File: src/rtl/clk_div_ctrl_if.sv
// Bundle of configuration, control and status signals for clk_div_ctrl.
// The master drives the ratio/start/stop requests; the slave is the divider.
interface clk_div_ctrl_if #(
  parameter int unsigned W = 5
);
  logic         cfg_valid;
  logic [W-1:0] cfg_ratio;
  logic         cfg_ready;
  logic         start;
  logic         stop;
  logic         tick;
  logic         phase_out;
  logic         busy;
  logic [W-1:0] cur_ratio;
  logic         err;

  modport master (
    output cfg_valid, cfg_ratio, start, stop,
    input  cfg_ready, tick, phase_out, busy, cur_ratio, err
  );

  modport slave (
    input  cfg_valid, cfg_ratio, start, stop,
    output cfg_ready, tick, phase_out, busy, cur_ratio, err
  );
endinterface

File: src/rtl/clk_div_ctrl.sv
// Programmable clock divider: produces a tick per period and a square wave,
// with ratio changes deferred to period boundaries while running.
module clk_div_ctrl #(
  parameter int unsigned W           = 5,
  parameter int unsigned RESET_RATIO = 9
) (
  input  logic             clk,
  input  logic             rst,
  clk_div_ctrl_if.slave    bus
);

  typedef enum logic [1:0] {IDLE, RUN, STOPPING} state_t;

  state_t       state_q;
  logic [W-1:0] cnt_q;
  logic [W-1:0] cur_ratio_q;
  logic [W-1:0] pend_ratio_q;
  logic         pend_v_q;
  logic         err_q;

  logic busy;
  logic boundary;
  logic xfer;
  logic legal;

  assign busy     = (state_q != IDLE);
  assign boundary = busy && (cnt_q == cur_ratio_q - W'(1));
  assign xfer     = bus.cfg_valid && !pend_v_q;
  assign legal    = (bus.cfg_ratio >= W'(2));

  assign bus.cfg_ready = !pend_v_q;
  assign bus.busy      = busy;
  assign bus.tick      = busy && (cnt_q == '0);
  assign bus.phase_out = busy && (cnt_q < (cur_ratio_q >> 1));
  assign bus.cur_ratio = cur_ratio_q;
  assign bus.err       = err_q;

  always_ff @(posedge clk) begin
    if (rst) begin
      state_q      <= IDLE;
      cnt_q        <= '0;
      cur_ratio_q  <= W'(RESET_RATIO);
      pend_ratio_q <= '0;
      pend_v_q     <= 1'b0;
      err_q        <= 1'b0;
    end else begin
      if (xfer && !legal)
        err_q <= 1'b1;

      if (state_q == IDLE) begin
        cnt_q <= '0;
        if (xfer && legal)
          cur_ratio_q <= bus.cfg_ratio;
        if (bus.start)
          state_q <= RUN;
      end else begin
        if (boundary) begin
          cnt_q <= '0;
          if (pend_v_q) begin
            cur_ratio_q <= pend_ratio_q;
            pend_v_q    <= 1'b0;
          end
        end else begin
          cnt_q <= cnt_q + W'(1);
        end

        // xfer implies pend_v_q==0, so this never collides with the clear above;
        // a value accepted in the boundary cycle waits for the next boundary.
        if (xfer && legal) begin
          pend_ratio_q <= bus.cfg_ratio;
          pend_v_q     <= 1'b1;
        end

        if (state_q == RUN) begin
          if (bus.stop)
            state_q <= boundary ? IDLE : STOPPING;
        end else if (boundary) begin
          state_q <= IDLE;
        end
      end
    end
  end

endmodule
File: src/flat_wrapper.sv
// flat-port wrapper written by rule: the top's interface ports become plain ports
module clk_div_ctrl_flat 
#(
  parameter int unsigned W           = 5,
  parameter int unsigned RESET_RATIO = 9
)
  (clk, rst, bus_cfg_valid, bus_cfg_ratio, bus_start, bus_stop, bus_cfg_ready, bus_tick, bus_phase_out, bus_busy, bus_cur_ratio, bus_err);
  clk_div_ctrl_if #(.W(W)) bus_i ();
  input  logic clk;
  input  logic rst;
  input wire logic [$bits(bus_i.cfg_valid)-1:0] bus_cfg_valid;
  input wire logic [$bits(bus_i.cfg_ratio)-1:0] bus_cfg_ratio;
  input wire logic [$bits(bus_i.start)-1:0] bus_start;
  input wire logic [$bits(bus_i.stop)-1:0] bus_stop;
  output wire logic [$bits(bus_i.cfg_ready)-1:0] bus_cfg_ready;
  output wire logic [$bits(bus_i.tick)-1:0] bus_tick;
  output wire logic [$bits(bus_i.phase_out)-1:0] bus_phase_out;
  output wire logic [$bits(bus_i.busy)-1:0] bus_busy;
  output wire logic [$bits(bus_i.cur_ratio)-1:0] bus_cur_ratio;
  output wire logic [$bits(bus_i.err)-1:0] bus_err;
  assign bus_i.cfg_valid = bus_cfg_valid;
  assign bus_i.cfg_ratio = bus_cfg_ratio;
  assign bus_i.start = bus_start;
  assign bus_i.stop = bus_stop;
  assign bus_cfg_ready = bus_i.cfg_ready;
  assign bus_tick = bus_i.tick;
  assign bus_phase_out = bus_i.phase_out;
  assign bus_busy = bus_i.busy;
  assign bus_cur_ratio = bus_i.cur_ratio;
  assign bus_err = bus_i.err;
  clk_div_ctrl #(.W(W), .RESET_RATIO(RESET_RATIO)) u_core (.clk(clk), .rst(rst), .bus(bus_i));
endmodule
File: config.mk
export PLATFORM = sky130hd
export DESIGN_NAME = clk_div_ctrl_flat
export DESIGN_NICKNAME = d
export VERILOG_FILES = /design/src/rtl/clk_div_ctrl_if.sv /design/src/rtl/clk_div_ctrl.sv /design/src/flat_wrapper.sv
export SDC_FILE = /design/constraint.sdc
export NUM_CORES = 1
export LEC_CHECK = 0
export CAP_MARGIN = 10
export CELL_PAD_IN_SITES_DETAIL_PLACEMENT = 2
export CELL_PAD_IN_SITES_GLOBAL_PLACEMENT = 2
export CORE_MARGIN = 1.5
export CORE_UTILIZATION = 27
export DETAILED_ROUTE_END_ITERATION = 7
export GPL_TIMING_DRIVEN = 0
export PLACE_DENSITY_LB_ADDON = 0.1
export SLEW_MARGIN = 40
export SYNTH_ARGS = -nofsm -noshare
export SYNTH_HDL_FRONTEND = slang
export SYNTH_SLANG_ARGS = --single-unit
File: constraint.sdc
create_clock -name clk -period 1.7 [get_ports clk]
set_input_delay 0.34 -clock clk [delete_from_list [all_inputs] [get_ports clk]]
set_output_delay 0.34 -clock clk [all_outputs]
set_load 0.1 [all_outputs]
# Word level (Yosys, flattened, before mapping)

Index checks and enable logic that the tools add are counted.

Equality and inequality tests: 5
Order comparisons: 2
Multiplexer cells: 12
Bitwise operators: 1
Add/sub/neg operators: 2
Reduce and logical (&&, ||, !) cells: 20
Shift operators: 0
Divide/modulo/power cells: 0
Multipliers: 0

Operators with widths:

| kind                                                                  | count |
|---|---|
| 5-bit two-way mux                                                     | 4 |
| 2-bit two-way mux                                                     | 6 |
| 2-bit nonzero test                                                    | 4 |
| 1-bit logical AND                                                     | 6 |
| 3-bit AND reduction                                                   | 2 |
| 5-bit by 1-bit adder with 5-bit output, second input constant         | 1 |
| 5-bit == test                                                         | 1 |
| 5-bit by 2-bit >= comparator with 1-bit output, second input constant | 1 |
| 5-bit logical NOT                                                     | 1 |
| 5-bit by 4-bit < comparator with 1-bit output                         | 1 |
| 5-bit by 1-bit subtractor with 5-bit output, second input constant    | 1 |
| 2-bit != test, second input constant                                  | 2 |
| 2-bit AND reduction                                                   | 2 |
| 3-bit by 2-bit != test with 1-bit output, second input constant       | 1 |
| 3-bit nonzero test                                                    | 1 |
| 3-bit OR reduction                                                    | 1 |
| 2-bit by 1-bit == test with 1-bit output, second input constant       | 1 |
| 1-bit logical NOT                                                     | 2 |
| 2-bit logical NOT                                                     | 1 |
| 1-bit two-way mux                                                     | 2 |
| 1-bit inverter                                                        | 1 |

Register bits after elaboration: 19
Memories: 0
ROM bits: 0
Bits in latches: 0
Output and inout port bits: 10
Input bits: 10
Logic and storage cells: 48
Memory bits (writable): 0

# Logic depth before layout (Yosys ltp)

Gate-level depths: netlist of the first run.

Word-level depth: 7
Depth in mapped cells: 7
Mapped depth without buffers: 7

# Worst setup path after synthesis of the first run

No wires, ideal clock.

Path type: register to output
Start point: register u_core.cur_ratio_q[2], in the netlist u_core.bus.cur_ratio[2]
End point: output bus_phase_out
Stages on the path, launching flop included: 7
Data required time: 1,360 ps
Buffers on the path: 0
Data arrival time: 6,571 ps
Path slack: -5,211 ps
Path through: dfxtp_1 > inv_1 > ha_1 > a21boi_0 > o21ai_0 > nand2b_1 > a2111oi_0

Cells in the longest elaborated chain, start to end: 2

Ends and longest elaborated chain:

| item                                          | RTL line           | source |
|---|---|---|
| start, declared                               | clk_div_ctrl.sv:16 | `logic [W-1:0] cur_ratio_q;` |
| start signal, assigned                        | clk_div_ctrl.sv:42 | `cur_ratio_q <= W'(RESET_RATIO);` |
| start signal, assigned                        | clk_div_ctrl.sv:53 | `cur_ratio_q <= bus.cfg_ratio;` |
| start signal, assigned                        | clk_div_ctrl.sv:60 | `cur_ratio_q <= pend_ratio_q;` |
| 5-bit by 4-bit < comparator with 1-bit output | clk_div_ctrl.sv:34 | `assign bus.phase_out = busy && (cnt_q < (cur_ratio_q >> 1));` |
| 1-bit logical AND                             | clk_div_ctrl.sv:34 |  |
| end, declared                                 | flat_wrapper.sv:17 | `output wire logic [$bits(bus_i.phase_out)-1:0] bus_phase_out;` |

Every way passes these cells.

# Worst setup path after layout of the first run

Ends and elaborated chain as after synthesis.

==> results.txt, run 1 <==
* Sw power: 666.0 uW
* Via-to-Cell Ratio: 4.858
- DIE WIDTH: roughly 64 um
- Dividing total power by cell area gives a power density of 1080 nW/um^2.
- After floorplanning, the core was divided into 22 placement rows.
- Measured slew at the worst slew-check pin: slightly below 500 ps
- Timing would allow up to around 450 MHz.
- Critical path data required time: 1360 ps
- In this run the tool buffered the top-level ports with 18 buffer cells.
* Inst Count DP: 181
- DRC violations left: 0
* Total power draw: 1550 uW
* Nature of the critical path startpoint: register
- Clock latency reported for the late side of the worst-skew pair: 260 ps
* Placed wire-length estimate: 2212 um
- Portion of the clock cycle consumed by the worst path in the final layout: 1.304
- Failing checks: negative setup slack
* Worst Hold Class: reg2reg
* Effective utilization at floorplan: 0.2796
* Post-Route Setup TNS: -1309 ps
- Classification of the worst setup path: reg2out
- The worst pin sits at a relative slew slack of 0.6763.
- Number of global-route vias before repair: about 1.0k
- The analysis attributes to cell leakage a power of 0.0005386 uW.
* Post-DR wirelength/cell: 15.41 um
- TritonCTS clock tree: built
- Number of antenna violations at the first check in global routing: 0
* Setup repair after global routing missed its margin: yes
* Crit Path Max Fanout: 4
- Routed Antenna Nets: 0
* Cell-internal power: 883.7 uW
- Drt total wl: 2928 um
- Number of pins exceeding their max-slew limit in the final report: 0
- Summed over all layers, the global routing overflow is 0.
* Number of clock sinks: 19
- Max H-tree Level: 1
* # nets final: 159
* Post-CTS clock slew at the launch and capture registers of the worst setup and hold paths: 80 ps
* Synthesized flop and latch total: 19
* Share of cells above drive strength 1: 0.3451
- Yosys warning total: 0
- First-pass DRT Iterations: 2
- Before CTS, the worst setup slack after placement is -624.6 ps.
- The share of the Yosys chip area taken by registers is 0.3744.
- The run finished, with violations left.
* Number of distinct standard cells referenced by the synthesized netlist: 31
* Area overhead of the layout relative to synthesis: 41.26%
- Maximum vdd drop: 0.0004140 V
- Switching power share of the total: 0.4298
- The first global-routing pass estimated 4947 um of wire.
- Fillers: 437
* CP arrival: approximately 1900 ps
- Area enclosed by the die boundary: around 4100 um^2
- Hold Slack: about 460 ps
* Vias: 923
- The cell sitting at the root of the clock tree is a clkbuf_8.
- After the first detailed-routing iteration, the DRC count stood at 20.
* Maximum clock insertion buffer count: 2
* Total routing usage reported by global routing: 0.1586
- Die Y: 64.34 um
* Combined area of all synthesized cells: slightly above 1000 um^2
- Across all setup checks in the final design, the least slack found is -516.1 ps.
* Number of cells in the finished layout apart from fillers: 190
- Mean area per synthesized cell: between 8 and 9 um^2
- Pin count of the biggest net entering global routing: 11
* Antenna fix cells: 0
- Final hold violations: 0
- Clock buffers created by TritonCTS: 3
- Pin placement for this block handled 20 I/O pins.
* Count of mapped cells out of synthesis: 115
* Worst setup EP type: output pin
- The share of total power dissipated in sequential elements is 0.347.
- Max-cap violation count: 0
- The core region is 3633 um^2.
- Weighted congestion reported at the end of routability-driven placement: 0.6653
* Net Count, Synth: 131
* Time the worst path needs with I/O delays and setup: 2216 ps
- The setup check on the worst reg-to-reg path leaves a slack of -190 ps.
- On the final layout, the worst clock skew is approximately 4.2 ps.
- # setup viols final: 11
- Part of the power in the clock network: 0.210
- Of the total power, combinational logic draws 0.444.
-- state kept, by name, summed over array words and instances, names as in the netlist --
| register | flops |
|---|---|
| u_core.pend_ratio_q | 5 |
| u_core.cnt_q | 5 |
| u_core.pend_v_q | 1 |
| u_core.bus.cur_ratio | 5 |
| u_core.bus.err | 1 |
| u_core.state_q | 2 |
-- path summary, 6_finish.rpt --
path | startpoint | endpoint | depth (start not counted)
worst max-delay path | u_core.bus.cur_ratio[2] | bus_phase_out | 7
worst max register to register | u_core.bus.cur_ratio[1] | u_core.bus.cur_ratio[1] | 7
worst min register to register | u_core.cnt_q[0] | u_core.cnt_q[0] | 1
worst min-delay path | u_core.cnt_q[0] | u_core.cnt_q[0] | 1
-- cell usage in the layout (no fill, tap or decap), types with 2 or more instances in the layout --
cell             Yosys  final
a211oi_1             2      2
a221oi_2             0      3
a311oi_1             4      4
buf_2                1      7
buf_4                0      6
clkbuf_1             3      3
clkbuf_8             0      4
clkdlybuf4s50_1      0      3
dfxtp_1             19      9
dfxtp_2              0      3
dfxtp_4              0      7
dlygate4sd2_1        0      5
ha_1                 6      4
inv_1               10      5
inv_2                0      3
mux2i_1              7      7
nand2_1              4      3
nand3_1              2      2
nor2_1              18     17
nor2b_1              5      5
nor3_1               3      2
xnor2_1              7      7
xor2_1               4      4
-- worst max-delay path, cell delays in order (launching register included) --
cell	delay, ps
dfxtp_4	370
inv_4	70
ha_4	190
a21boi_1	120
o21ai_1	150
nand2b_1	130
a2111oi_4	320
buf_6	270
-- per-layer routing --
metal  share of wire  track usage  wire, um
met4          0.0061      0.04787        18
met1            0.46       0.2052      1334
met5               0            0         0
met2            0.51       0.2721      1499
met3           0.026      0.02289        75
-- power groups by stage --
| stage | clock (uW) | combinational (uW) | sequential [uW] |
|---|---|---|---|
| after global placement | 0 | 662 | 547 |
| after floorplan | 0 | 400 | 663 |
| final | 325 | 687 | 538 |
| after global routing | 366 | 737 | 545 |
| after detailed placement | 0 | 644 | 548 |
| after CTS | 339 | 662 | 538 |
-- cells in the mapped netlist, drive strengths merged --
library cell  number  area, um^2
dfxtp             19       380.4
nor2              19       73.82
inv               10       37.54
mux2i              7       70.07
xnor2              7       61.31
ha                 6       75.07
nor2b              5       31.28
a311oi             4       35.03
nand2              4       15.01
xor2               4       35.03
a221oi             3       26.28
clkbuf             3       11.26
nor3               3       15.01
a211oi             2       15.01
nand3              2       10.01
nor4               2       12.51
o21ai              2       10.01
a2111oi            1       8.760
a21boi             1       7.510
a21oi              1       5.000
a31oi              1       6.260
and4               1       11.26
buf                1       5.000
nand2b             1       6.260
nand4              1       6.260
nor3b              1       7.510
o22a               1       8.760
or2                1       6.260
or3                1       11.26
or3b               1       11.26
-- through the flow --
step	utilization	area [um^2]
floorplan	-	1134
global placement	0.3781	1374
detailed placement	0.3643	1324
CTS	0.3853	1400
global route	0.3950	1435
finish	0.3950	1435
-- logic make-up after synthesis --
group | Yosys count | share of synthesized area
buf+inv | 14 | 0.05295
xor+xnor | 11 | 0.09483
fa+ha+maj | 6 | 0.07389
mux | 7 | 0.06897
flops | 19 | 0.3744
simple gates | 42 | 0.2143
compound gates | 16 | 0.1207
-- final cells by class --
type / instances / area (um^2) / area share
multi-input combinational: 82 / 661.9 / 0.4612
inverter: 10 / 43.79 / 0.03051
clock buffer: 4 / 45.04 / 0.03139
timing repair buffer: 23 / 185.2 / 0.1290
tap: 48 / 60.06 / 0.04185
sequential: 19 / 410.4 / 0.2860
buffer: 4 / 28.78 / 0.02005
-- what timing repair did --
action,4_1_cts,5_1_grt
buffers inserted,2,3
pin swaps,2,2
hold buffers,0,0
setup endpoints to repair,18,16
gates resized for setup,11,5
Note: power is estimated with default switching activity, not from simulation.
==> run 2: changes to the inputs <==
Settings changed: CTS_CLUSTER_SIZE set to 24.
==> results of run 2 <==
The final DEF is identical to that of run 1; final timing and power are the same.
